`config.mk`:
```
export PLATFORM = sky130hd
export DESIGN_NAME = idma_xif_multich_decoder
export DESIGN_NICKNAME = d
export VERILOG_FILES = /design/src/rtl/idma_xif_multich_decoder.sv
export SDC_FILE = /design/constraint.sdc
export NUM_CORES = 1
export LEC_CHECK = 0
export CAP_MARGIN = 20
export CORE_AREA = 2 2 213 215
export DETAILED_ROUTE_END_ITERATION = 7
export DIE_AREA = 0 0 215 217
export HOLD_SLACK_MARGIN = 0.03
export SKIP_LAST_GASP = 1
export SYNTH_ARGS = -nofsm -noshare
export SYNTH_HDL_FRONTEND = slang
export SYNTH_SLANG_ARGS = --single-unit
```
`constraint.sdc`:
```
create_clock -name clk_i -period 2.6 [get_ports clk_i]
set_input_delay 0.26 -clock clk_i [delete_from_list [all_inputs] [get_ports clk_i]]
set_output_delay 0.26 -clock clk_i [all_outputs]
set_load 0.01 [all_outputs]
```
`src/rtl/idma_xif_multich_decoder.sv`:
```
// iDMA instruction decoder on the cv32e40x X-interface with N_CH per-channel shadow descriptors.
// Optional 2D descriptor support (strides, repetitions) is enabled by defining IDMA_XIF_2D_EN.

module idma_xif_ch_regs #(
    parameter int ADDR_W = 32,
    parameter int TID_W  = 8
) (
    input  logic              clk_i,
    input  logic              rst_ni,
    input  logic              src_we,
    input  logic              dst_we,
    input  logic              len_we,
    input  logic              str_we,
    input  logic              rep_we,
    input  logic              start_we,
    input  logic              dir_d,
    input  logic              tid_inc,
    input  logic [ADDR_W-1:0] wdata_a,
    input  logic [ADDR_W-1:0] wdata_b,
    output logic [ADDR_W-1:0] src,
    output logic [ADDR_W-1:0] dst,
    output logic [ADDR_W-1:0] len,
    output logic [ADDR_W-1:0] src_stride,
    output logic [ADDR_W-1:0] dst_stride,
    output logic [ADDR_W-1:0] reps,
    output logic              dir,
    output logic [TID_W-1:0]  tid
);
    always_ff @(posedge clk_i or negedge rst_ni) begin
        if (!rst_ni) begin
            src <= '0;
            dst <= '0;
            len <= '0;
            dir <= 1'b0;
            tid <= '0;
        end else begin
            if (src_we)   src <= wdata_a;
            if (dst_we)   dst <= wdata_a;
            if (len_we)   len <= wdata_a;
            if (start_we) dir <= dir_d;
            if (tid_inc)  tid <= tid + 1'b1;
        end
    end

`ifdef IDMA_XIF_2D_EN
    always_ff @(posedge clk_i or negedge rst_ni) begin
        if (!rst_ni) begin
            src_stride <= '0;
            dst_stride <= '0;
            reps       <= ADDR_W'(1);
        end else begin
            if (str_we) begin
                src_stride <= wdata_a;
                dst_stride <= wdata_b;
            end
            if (rep_we) reps <= wdata_a;
        end
    end
`else
    logic unused_2d;
    assign unused_2d  = ^{str_we, rep_we, wdata_b};
    assign src_stride = '0;
    assign dst_stride = '0;
    assign reps       = ADDR_W'(1);
`endif
endmodule

module idma_xif_multich_decoder #(
    parameter int         N_CH   = 2,
    parameter int         ADDR_W = 32,
    parameter int         ID_W   = 4,
    parameter int         TID_W  = 8,
    parameter logic [6:0] OPCODE = 7'b1011011
) (
    input  logic                   clk_i,
    input  logic                   rst_ni,
    input  logic                   x_issue_valid_i,
    output logic                   x_issue_ready_o,
    input  logic [31:0]            x_issue_instr_i,
    input  logic [ID_W-1:0]        x_issue_id_i,
    input  logic [63:0]            x_issue_rs_i,
    input  logic [1:0]             x_issue_rs_valid_i,
    output logic                   x_issue_accept_o,
    output logic                   x_issue_writeback_o,
    input  logic                   x_commit_valid_i,
    input  logic [ID_W-1:0]        x_commit_id_i,
    input  logic                   x_commit_kill_i,
    output logic                   x_result_valid_o,
    input  logic                   x_result_ready_i,
    output logic [ID_W-1:0]        x_result_id_o,
    output logic [4:0]             x_result_rd_o,
    output logic [31:0]            x_result_data_o,
    output logic                   x_result_we_o,
    output logic [N_CH-1:0]        req_valid_o,
    input  logic [N_CH-1:0]        req_ready_i,
    output logic [N_CH*ADDR_W-1:0] req_src_o,
    output logic [N_CH*ADDR_W-1:0] req_dst_o,
    output logic [N_CH*ADDR_W-1:0] req_len_o,
    output logic [N_CH-1:0]        req_dir_o,
    output logic [N_CH*ADDR_W-1:0] req_src_stride_o,
    output logic [N_CH*ADDR_W-1:0] req_dst_stride_o,
    output logic [N_CH*ADDR_W-1:0] req_reps_o,
    input  logic [N_CH-1:0]        busy_i
);
    localparam int CH_W = (N_CH > 1) ? $clog2(N_CH) : 1;

    localparam logic [1:0] S_IDLE    = 2'd0;
    localparam logic [1:0] S_WCOMMIT = 2'd1;
    localparam logic [1:0] S_LAUNCH  = 2'd2;
    localparam logic [1:0] S_RESULT  = 2'd3;

    localparam logic [2:0] F_SRC   = 3'd0;
    localparam logic [2:0] F_DST   = 3'd1;
    localparam logic [2:0] F_LEN   = 3'd2;
    localparam logic [2:0] F_STR   = 3'd3;
    localparam logic [2:0] F_REP   = 3'd4;
    localparam logic [2:0] F_START = 3'd5;
    localparam logic [2:0] F_STAT  = 3'd6;

    logic [1:0]        state_q;
    logic [2:0]        f3_q;
    logic [CH_W-1:0]   ch_q;
    logic              dir_q;
    logic [4:0]        rd_q;
    logic [ID_W-1:0]   id_q;
    logic [ADDR_W-1:0] rs1_q, rs2_q;
    logic [31:0]       res_q;

    logic [ADDR_W-1:0] len_a [N_CH];
    logic [TID_W-1:0]  tid_a [N_CH];

    logic [2:0] dec_f3;
    logic       dec_f3_ok, dec_ok, issue_hs, commit_match, commit_hit;

    assign dec_f3 = x_issue_instr_i[14:12];

    always_comb begin
        dec_f3_ok = 1'b0;
        case (dec_f3)
            F_SRC, F_DST, F_LEN, F_START, F_STAT: dec_f3_ok = 1'b1;
`ifdef IDMA_XIF_2D_EN
            F_STR, F_REP:                         dec_f3_ok = 1'b1;
`endif
            default:                              dec_f3_ok = 1'b0;
        endcase
    end

    // The range check uses the full 3-bit channel field so out-of-range encodings
    // are rejected instead of aliasing onto a lower channel.
    assign dec_ok = (x_issue_instr_i[6:0] == OPCODE) && dec_f3_ok &&
                    ({29'b0, x_issue_instr_i[27:25]} < 32'(N_CH));

    assign x_issue_ready_o     = (state_q == S_IDLE) && (&x_issue_rs_valid_i);
    assign issue_hs            = x_issue_valid_i && x_issue_ready_o;
    assign x_issue_accept_o    = issue_hs && dec_ok;
    assign x_issue_writeback_o = issue_hs && dec_ok && (dec_f3 == F_START || dec_f3 == F_STAT);

    assign commit_match = (state_q == S_WCOMMIT) && x_commit_valid_i && (x_commit_id_i == id_q);
    assign commit_hit   = commit_match && !x_commit_kill_i;

    always_ff @(posedge clk_i or negedge rst_ni) begin
        if (!rst_ni) begin
            state_q <= S_IDLE;
            f3_q    <= '0;
            ch_q    <= '0;
            dir_q   <= 1'b0;
            rd_q    <= '0;
            id_q    <= '0;
            rs1_q   <= '0;
            rs2_q   <= '0;
            res_q   <= '0;
        end else begin
            case (state_q)
                S_IDLE: if (issue_hs && dec_ok) begin
                    f3_q    <= dec_f3;
                    ch_q    <= x_issue_instr_i[25 +: CH_W];
                    dir_q   <= x_issue_instr_i[31];
                    rd_q    <= x_issue_instr_i[11:7];
                    id_q    <= x_issue_id_i;
                    rs1_q   <= ADDR_W'(x_issue_rs_i[31:0]);
                    rs2_q   <= ADDR_W'(x_issue_rs_i[63:32]);
                    state_q <= S_WCOMMIT;
                end
                S_WCOMMIT: if (commit_match) begin
                    state_q <= S_IDLE;
                    if (!x_commit_kill_i) begin
                        if (f3_q == F_START) begin
                            if (len_a[ch_q] == '0) begin
                                res_q   <= '1;
                                state_q <= S_RESULT;
                            end else begin
                                state_q <= S_LAUNCH;
                            end
                        end else if (f3_q == F_STAT) begin
                            // req_valid_o is never high here: only one instruction is in flight
                            res_q   <= {31'b0, busy_i[ch_q]};
                            state_q <= S_RESULT;
                        end
                    end
                end
                S_LAUNCH: if (req_ready_i[ch_q]) begin
                    res_q   <= 32'(tid_a[ch_q]);
                    state_q <= S_RESULT;
                end
                S_RESULT: if (x_result_ready_i) state_q <= S_IDLE;
                default: state_q <= S_IDLE;
            endcase
        end
    end

    for (genvar c = 0; c < N_CH; c++) begin : g_ch
        logic sel;
        assign sel            = (ch_q == CH_W'(c));
        assign req_valid_o[c] = (state_q == S_LAUNCH) && sel;
        assign len_a[c]       = req_len_o[c*ADDR_W +: ADDR_W];

        idma_xif_ch_regs #(
            .ADDR_W(ADDR_W),
            .TID_W (TID_W)
        ) u_regs (
            .clk_i     (clk_i),
            .rst_ni    (rst_ni),
            .src_we    (commit_hit && sel && f3_q == F_SRC),
            .dst_we    (commit_hit && sel && f3_q == F_DST),
            .len_we    (commit_hit && sel && f3_q == F_LEN),
            .str_we    (commit_hit && sel && f3_q == F_STR),
            .rep_we    (commit_hit && sel && f3_q == F_REP),
            .start_we  (commit_hit && sel && f3_q == F_START),
            .dir_d     (dir_q),
            .tid_inc   (req_valid_o[c] && req_ready_i[c]),
            .wdata_a   (rs1_q),
            .wdata_b   (rs2_q),
            .src       (req_src_o[c*ADDR_W +: ADDR_W]),
            .dst       (req_dst_o[c*ADDR_W +: ADDR_W]),
            .len       (req_len_o[c*ADDR_W +: ADDR_W]),
            .src_stride(req_src_stride_o[c*ADDR_W +: ADDR_W]),
            .dst_stride(req_dst_stride_o[c*ADDR_W +: ADDR_W]),
            .reps      (req_reps_o[c*ADDR_W +: ADDR_W]),
            .dir       (req_dir_o[c]),
            .tid       (tid_a[c])
        );
    end

    assign x_result_valid_o = (state_q == S_RESULT);
    assign x_result_we_o    = x_result_valid_o;
    assign x_result_id_o    = x_result_valid_o ? id_q  : '0;
    assign x_result_rd_o    = x_result_valid_o ? rd_q  : '0;
    assign x_result_data_o  = x_result_valid_o ? res_q : '0;

    logic unused_instr;
    assign unused_instr = ^{x_issue_instr_i[24:15], x_issue_instr_i[30:28]};
endmodule

```
======== Yosys cells after proc, flatten, opt, wreduce, memory -nomap -nowiden ========
Cells that the tools add are included.
word-level totals
  register bits after elaboration ......... 290
  input bits .............................. 116
  output and inout port bits .............. 434
  word-level logic and storage cells ...... 110
operators by class
  $add $sub $neg .......................... 2
  magnitude comparators ................... 3
  eq/ne operators ......................... 20
  muxes and demuxes ....................... 30
  bitwise operators ....................... 2
  reduce and logical (&&, ||, !) cells .... 35
operators with widths
  kind                                                         number
  2-to-1 mux 32 bit                                            10
  one-hot mux 32 bit (2 select lines)                          1
  zero test 32 bit                                             1
  2-to-1 mux 8 bit                                             3
  logical AND 1 bit                                            23
  adder 8 x 1 -> 8 bit (second input constant)                 2
  2-to-1 mux 2 bit                                             7
  equality test 3 bit (second input constant)                  4
  != test 2 bit (second input constant)                        4
  one-hot mux 2 bit (4 select lines)                           1
  equality test 7 bit (second input constant)                  1
  equality test 3 x 1 -> 1 bit (second input constant)         2
  equality test 3 x 2 -> 1 bit (second input constant)         2
  zero test 3 bit                                              2
  2-to-1 mux 1 bit                                             6
  AND reduction 6 bit                                          1
  2-to-1 mux 5 bit                                             1
  OR reduction 5 bit                                           1
  equality test 2 bit (second input constant)                  2
  equality test 4 bit                                          1
  2-to-1 mux 4 bit                                             1
  AND reduction 2 bit                                          2
  AND reduction 4 bit                                          1
  less-than comparator 3 x 2 -> 1 bit (second input constant)  1
  12 further kinds                                             12

======== Logic depth before layout (Yosys ltp) ========
Gate-level depths: netlist of run 1.
  word-level depth ........................ 10
  gate-level depth with buffers ........... 8
  depth with buffers taken out ............ 6

======== Hierarchy ========
Synthesis of run 1 repeated with hierarchy kept, for this count alone.
unflattened totals
  cell total of the unflattened synthesis .. 1194
  area total of the unflattened synthesis .. 14565.2 sq um
by module, submodules not included
  module                    instances  cells an instance  area each (sq um)  sequential area each (sq um)
  idma_xif_ch_regs          2          330                5058.6             2627.5
  idma_xif_multich_decoder  1          534                4448.0             2227.1

======== Worst setup path before layout of run 1 ========
Ideal clock, no wire load.
  kind .................................... register to output
  start point ............................. register state_q[0]
  end point ............................... output x_issue_writeback_o
  arrival ................................. 1770 ps
  required time ........................... 2340 ps
  setup slack ............................. 570 ps
  cell stages (with the launch flop) ...... 7
  buffers on the path ..................... 1
  path through ............................ dfrtp_1 -> clkbuf_1 -> nor3_2 -> nand2_1 -> a211o_1 -> nor3_1 -> and2_1
on the way
  longest elaborated chain between the ends .. 5
RTL lines
  what                    RTL line  source
  from (decl)             120       logic [1:0] state_q;
  from (signal assigned)  163       state_q <= S_IDLE;
  from (signal assigned)  182       state_q <= S_WCOMMIT;
  from (signal assigned)  185       state_q <= S_IDLE;
  zero test 2 bit         153       assign x_issue_ready_o = (state_q == S_IDLE) && (&x_issue_rs_valid_i);
  logical AND 1 bit       153
  via x_issue_ready_o     78        output logic x_issue_ready_o,
  logical AND 1 bit       154       assign issue_hs = x_issue_valid_i && x_issue_ready_o;
  logical AND 1 bit       n/a
  via x_issue_accept_o    83        output logic x_issue_accept_o,
  logical AND 1 bit       156       assign x_issue_writeback_o = issue_hs && dec_ok && (dec_f3 == F_START || dec_f3 == F_STAT);
  to (decl)               84        output logic x_issue_writeback_o,
The timed path passes the listed nets, and every way through them passes these cells.

======== Worst setup path in the final report of run 1 ========
  start point ............................. register g_ch[0].u_regs.len[17]
  end point ............................... register res_q[4]
on the way
  longest elaborated chain between the ends .. 6
RTL lines
  what                                                  RTL line  source
  from (decl)                                           22        output logic [ADDR_W-1:0] len,
  from (signal assigned)                                39        if (len_we) len <= wdata_a;
  2-to-1 mux 32 bit (implied by the code) (3 in a row)  188       if (len_a[ch_q] == '0) begin
  zero test 32 bit                                      188
  != test 3 bit (no line)                               n/a
  AND reduction 6 bit (no line)                         n/a
  to (signal assigned)                                  196       res_q <= {31'b0, busy_i[ch_q]};
  to (signal assigned)                                  202       res_q <= 32'(tid_a[ch_q]);
  to (decl)                                             127       logic [31:0] res_q;
No other way between the ends. The select of a mux whose other input is x is not followed.
A chain may end at the register's enable or synchronous reset.

==> results of run 1 <==
==> kinds of logic (layout without fill, tap and decap cells) <==
group | Yosys count | count (layout) | share of synthesized area, %
buffers and inverters | 255 | 415 | 15.2
AO/OA/AOI/OAI | 22 | 22 | 1.31
AND/OR/NAND/NOR | 117 | 117 | 5.39
flip-flops | 267 | 267 | 53.4
XOR/XNOR | 19 | 19 | 1.33
multiplexers | 258 | 258 | 23.1
adder cells (fa/ha/maj) | 2 | 2 | 0.200
other | 2 | 192 | 0.0600
==> area by class of cell <==
type / count / area, µm²
Clock buffer: 41 / 862
Clock inverter: 14 / 199
Fill cell: 4276 / 27800
Inverter: 1 / 3.75
Multi-Input combinational cell: 610 / 4720
Sequential cell: 267 / 6690
Tap cell: 600 / 751
Timing Repair Buffer: 359 / 3700
==> worst max-delay path: cells and delay by family, from the launching register on <==
family | cells | cell delay [ns]
buffers and inverters | 3 | 0.50
and+or+nand+nor | 3 | 0.68
muxes | 1 | 0.33
DFF | 1 | 0.42
AOI/OAI and AO/OA | 2 | 0.45
==> routing by layer <==
metal	global-route usage [%]	share of wire (%)	routed length, µm	up-vias
met5	0	0	0	-
met4	3.91	2.8	930	0
met3	4.68	8.1	2740	56
met2	24.0	49	16600	313
met1	17.1	40	13600	3957
li1	-	-	-	3499
==> sequential cells by signal (all words and copies together), names as in the netlist, named ones only <==
signal           flops
id_q                 4
ch_q                 1
g_ch.u_regs.dst     64
dir_q                1
f3_q                 3
g_ch.u_regs.dir      2
g_ch.u_regs.src     64
rs1_q               32
g_ch.u_regs.len     64
state_q              1
g_ch.u_regs.tid     16
rd_q                 5
res_q                9
==> stage by stage <==
stage | hold WS (ns) | setup TNS, ns | instances
after CTS | 0.221 | -0.297 | 1890
final | 0.215 | 0 | 1892
after global routing | 0.252 | -0.754 | 1892
after floorplan | -0.0356 | 0 | 1132
after detailed placement | 0.298 | -11.88 | 1830
after global placement | 0.296 | -13.76 | 1830
==> cells in the final DEF, fill, tap and decap left out, types with 11 or more instances in the layout <==
cell             instances
clkbuf_16               30
buf_12                  15
and3_1                  19
mux2_2                 240
dlymetal6s2s_1          11
dfrtp_1                264
conb_1                 192
nor2_1                  20
buf_4                   30
clkdlybuf4s50_1        299
nand3_1                 11
xnor2_1                 14
nand2_1                 14
==> power by group through the flow <==
stage	Clock, mW	Sequential (mW)	Combinational (mW)
floorplan	0	4.24	0.354
global placement	0	4.25	0.361
detailed placement	0	4.25	0.364
CTS	4.64	4.17	0.367
global route	4.83	4.17	0.404
finish	4.50	4.17	0.364
==> timing repair <==
action,4_1_cts,5_1_grt
endpoints found under the setup margin,36,34
resized for setup,10,15
setup buffers,4,2
hold buffers,1,0
endpoints found under the hold margin,72,0
pin swaps,2,1
==> worst max-delay path by stage <==
stage / to / slack [ns] / cells past startpoint
after floorplan: x_issue_writeback_o / 0.57 / 6
after global routing: res_q[4] / -0.10 / 9
after global placement: x_issue_writeback_o / -0.27 / 7
after detailed placement: res_q[4] / -0.24 / 8
after CTS: req_valid_o[1] / -0.15 / 4
final: res_q[4] / 0.07 / 9
==> run metrics, run 1 <==
run status=completed; Final Power=9.04 mW; share of cells above drive strength 1=27.9%; H-tree Lvls=1; CP Data Arrival Time=2.97 ns; Max-cap violations=0; Post-DRT Antenna Nets=0; count of final hold-check violations=0; fin crit period=about 2.5 ns; Static Leak=8.31 nW; Synth top area share=53.4%; CP max FO=9; GRT Util Overall=about 14%; asr flop ratio synth=100%; Die X-Extent=215 µm; clk_lat worst skew=0.59 ns; Cell variety after synth=47; starting density of the core=between 20% and 30%; area of the die=46700 µm²; register area share after synthesis=53.4%; Util after Layout=37.9%; crit start category=flip-flop; Routed WL=33.8 mm; CTS Buffer Depth=3; Worst Hold Class=in -> async; core area=44700 µm²; Main synth FF type=dfrtp_1; gate count of the mapped netlist=942; unrepaired setup endpoints after global routing=yes; clock skew=roughly 0.04 ns; maximum number of pins on one net before global-route repair=79; n_diodes=0; area leader, netlist=dfrtp_1; clk sinks=around 270; area grow syn2layout=35.3%; top cells by count, synth=dfrtp_1, mux2_2, buf_4, and3_1, nor2_1; row count=78; Internal Power=approximately 7 mW; final setup violating endpoints=0; switching power=2.04 mW; drc violations=0; worst stage delay on the critical path=0.42 ns; worst path cell trace=nor4_4 -> buf_4 -> nand4_1 -> nor4_4 -> buf_4 -> o211ai_1 -> a31oi_4 -> buf_12 -> mux2_2; dpl cell area=between 15000 and 20000 µm²; GRT overflow=0; slowest CP cell=dfrtp_1; via count=7825; crit path from=g_ch[0].u_regs.len[17]; fin. max-slew vios=0; Worst IR Drop VDD=0.000590 V; fmax=396 MHz; number of nets in the layout=1387; RR Startpoint=g_ch[0].u_regs.len[17]; worst setup path class=reg -> reg; synthesis-stage register bit count=267; I/O pin cnt=550; EDFF count, synth=0; Comb power frac=4.0%; count leader, synth=dfrtp_1; clock-pin slew on the worst setup and hold paths=0.06 ns; global-route wire length before repair=50.7 mm; worst reg2reg setup slack=~0.074 ns; Flop pwr share=46.1%; Chip Height=217 µm; Crit path required time=3.04 ns; ranking of synthesized cells by area=dfrtp_1, mux2_2, buf_4; Synth Warn #=0; Syn Area/Cell=about 13 µm²; via/cell ratio=4.14; initial antenna violation count=0; Worst R2R Path Depth=9; CTS root buf=clkbuf_16; DRT iter0 DRCs=between 200 and 250; number of global-route vias before repair=between 8000 and 9000; Slew headroom=56.1%; total CTS buffers=30; Initial DRT Pass Iterations=4; power per cell area=534 nW/µm²; pre-CTS setup slack=-0.243 ns; RR Endpoint=res_q[4]; WL/cell=around 18 µm; TritonCTS clock tree=built; sw frac=between 20% and 30%; Worst Max-Slew Pin Slew=0.658 ns; Clock power frac=49.8%; input/output buffers=312; Synth Cell Area=between 10000 and 15000 µm²; design area=16900 µm²; RePlAce Congestion=0.755; Final period util=97.2%; Worst Setup Slack, final=0.0739 ns; Detail Placement HPWL=between 20 and 25 mm; crit end category=flip-flop
Power figures use the tool's default switching activity.
==> run 2, diff against run 1 <==
Settings changed: CORE_AREA 2 2 213 215 to 2 2 215 217, DIE_AREA 0 0 215 217 to 0 0 217 219.
==> run metrics, run 2 (synthesized netlist as in run 1, its figures left out) <==
run status=completed (unchanged); Final Power=8.82 mW (was 9.04 mW); DRT iter0 DRCs=152 (was 213); Slew headroom=65.4% (was 56.1%); Crit path required time=3.04 ns (about the same); GRT overflow=0 (unchanged); worst setup path class=reg -> reg (unchanged); Detail Placement HPWL=24.7 mm (was 24.4 mm); initial antenna violation count=3 (was 0); final setup violating endpoints=0 (unchanged); Post-Place Cells=1828 (was 1830); Worst R2R Path Depth=9 (unchanged); power per cell area=526 nW/µm² (was 534 nW/µm²); starting density of the core=27.8% (was 28.0%); slowest CP cell=dfrtp_1 (unchanged); final hold slack=0.181 ns (was 0.215 ns); number of nets in the layout=1384 (was 1387); GRT Util Overall=14.0% (was 14.1%); Post-DRT Antenna Nets=0 (unchanged); crit end category=flip-flop (unchanged); via/cell ratio=4.14 (about the same); CTS Buffer Depth=3 (unchanged); fin crit period=2.59 ns (was 2.53 ns); fmax=386 MHz (was 396 MHz); final cell count without fillers=1889 (was 1892); n_diodes=0 (unchanged); Worst Setup Slack, final=0.0103 ns (was 0.0739 ns); Worst Hold Class=in -> async (unchanged); CTS root buf=clkbuf_16 (unchanged); I/O pin cnt=550 (unchanged); row count=78 (unchanged); pre-CTS setup slack=-0.432 ns (was -0.243 ns); Worst IR Drop VDD=0.000461 V (was 0.000590 V); H-tree Lvls=1 (unchanged); Worst Max-Slew Pin Slew=0.518 ns (was 0.658 ns); drc violations=0 (unchanged); Chip Height=219 µm (was 217 µm); Largest regs=g_ch.u_regs.dst (64), g_ch.u_regs.len (64), g_ch.u_regs.src (64) (unchanged); total CTS buffers=30 (unchanged); share of cells above drive strength 1=27.5% (was 27.9%); area of the die=47500 µm² (was 46700 µm²); core area=45100 µm² (was 44700 µm²); fin. max-slew vios=0 (unchanged); RePlAce Congestion=0.728 (was 0.755); worst stage delay on the critical path=0.43 ns (was 0.42 ns); input/output buffers=312 (unchanged); RR Endpoint=res_q[7] (was res_q[4]); clock-pin slew on the worst setup and hold paths=0.06 ns (about the same); maximum number of pins on one net before global-route repair=62 (was 79); Die X-Extent=217 µm (was 215 µm); clk_lat worst skew=0.60 ns (was 0.59 ns); most frequent cells in the layout=clkdlybuf4s50_1, dfrtp_1, mux2_2, conb_1, buf_4 (was clkdlybuf4s50_1, dfrtp_1, mux2_2, conb_1); worst reg2reg setup slack=0.01 ns (was 0.07 ns); crit start category=flip-flop (unchanged); global-route wire length before repair=50.5 mm (was 50.7 mm); number of global-route vias before repair=7901 (was 8045); count of final hold-check violations=0 (unchanged); clk sinks=267 (unchanged); TritonCTS clock tree=built (unchanged); worst path cell trace=nor4_4 -> buf_4 -> nand4_1 -> nor4_4 -> buf_4 -> o211ai_1 -> a31oi_4 -> buf_12 -> mux2_2 (unchanged); CP Data Arrival Time=3.03 ns (was 2.97 ns); Initial DRT Pass Iterations=4 (unchanged); CP max FO=9 (unchanged); unrepaired setup endpoints after global routing=yes (unchanged); clock skew=0.0489 ns (was 0.0401 ns); WL/cell=18.0 µm (was 17.9 µm); most common cell after layout, fill and taps aside=clkdlybuf4s50_1 (unchanged); via count=7815 (was 7825); Routed WL=34.1 mm (was 33.8 mm); area grow syn2layout=34.1% (was 35.3%); Static Leak=8.05 nW (was 8.31 nW); Max-cap violations=0 (unchanged); Final period util=99.6% (was 97.2%); RR Startpoint=g_ch[1].u_regs.len[19] (was g_ch[0].u_regs.len[17])
==> run 2: worst max-delay path: cells and delay by family, from the launching register on <==
kind / cells / cell delay [ns]
DFF: 1 / 0.43
and+or+nand+nor: 3 / 0.74
buffers and inverters: 3 / 0.51
muxes: 1 / 0.33
AOI/OAI and AO/OA: 2 / 0.43
==> run 2: final cells by class <==
| type | count | area, µm² |
|---|---|---|
| tap | 600 | 751 |
| fill | 4420 | 28300 |
| clock buffer | 43 | 860 |
| sequential | 267 | 6680 |
| clock inverter | 12 | 148 |
| multi-input combinational | 610 | 4730 |
| inverter | 1 | 3.75 |
| timing repair buffer | 356 | 3600 |
==> run 2: layer usage <==
layer / GRT usage, % / vias up / part of all wire [%]
met2: 23.9 / 316 / 50
met1: 16.8 / 3942 / 40
met4: 3.17 / 4 / 2.0
met5: 0 / - / 0.079
li1: - / 3511 / -
met3: 5.09 / 42 / 8.8
==> run 2: repair_timing <==
action	in CTS	in global routing
endpoints found under the setup margin	35	34
pin swaps	4	4
gates resized for setup	12	2
buffers inserted	4	1
endpoints found under the hold margin	55	0
hold buffers	1	0
==> run 2: stage by stage <==
| step | cell area [µm²] | TNS (ns) | util [%] |
|---|---|---|---|
| floorplan | 13200 | 0 | - |
| global placement | 15600 | -8.92 | 34.7 |
| detailed placement | 15600 | -9.67 | 34.7 |
| CTS | 16800 | -1.03 | 37.2 |
| global route | 16800 | -1.35 | 37.2 |
| finish | 16800 | 0 | 37.2 |
==> run 2: worst max-delay path by stage <==
| stage | from | end | cells past startpoint |
|---|---|---|---|
| floorplan | state_q[0] | x_issue_writeback_o | 6 |
| CTS | ch_q | res_q[7] | 10 |
| global route | g_ch[1].u_regs.len[19] | res_q[7] | 9 |
| finish | g_ch[1].u_regs.len[19] | res_q[7] | 9 |
| detailed placement | g_ch[1].u_regs.len[16] | res_q[7] | 8 |
| global placement | g_ch[1].u_regs.len[16] | res_q[0] | 8 |
==> run 2: power breakdown <==
| group | switching, mW | internal (mW) | total (mW) |
|---|---|---|---|
| Clock | 1.78 | 2.51 | 4.29 |
| Combinational | 0.244 | 0.119 | 0.362 |
| Sequential | 0.00854 | 4.16 | 4.17 |
| Total | 2.04 | 6.79 | 8.82 |
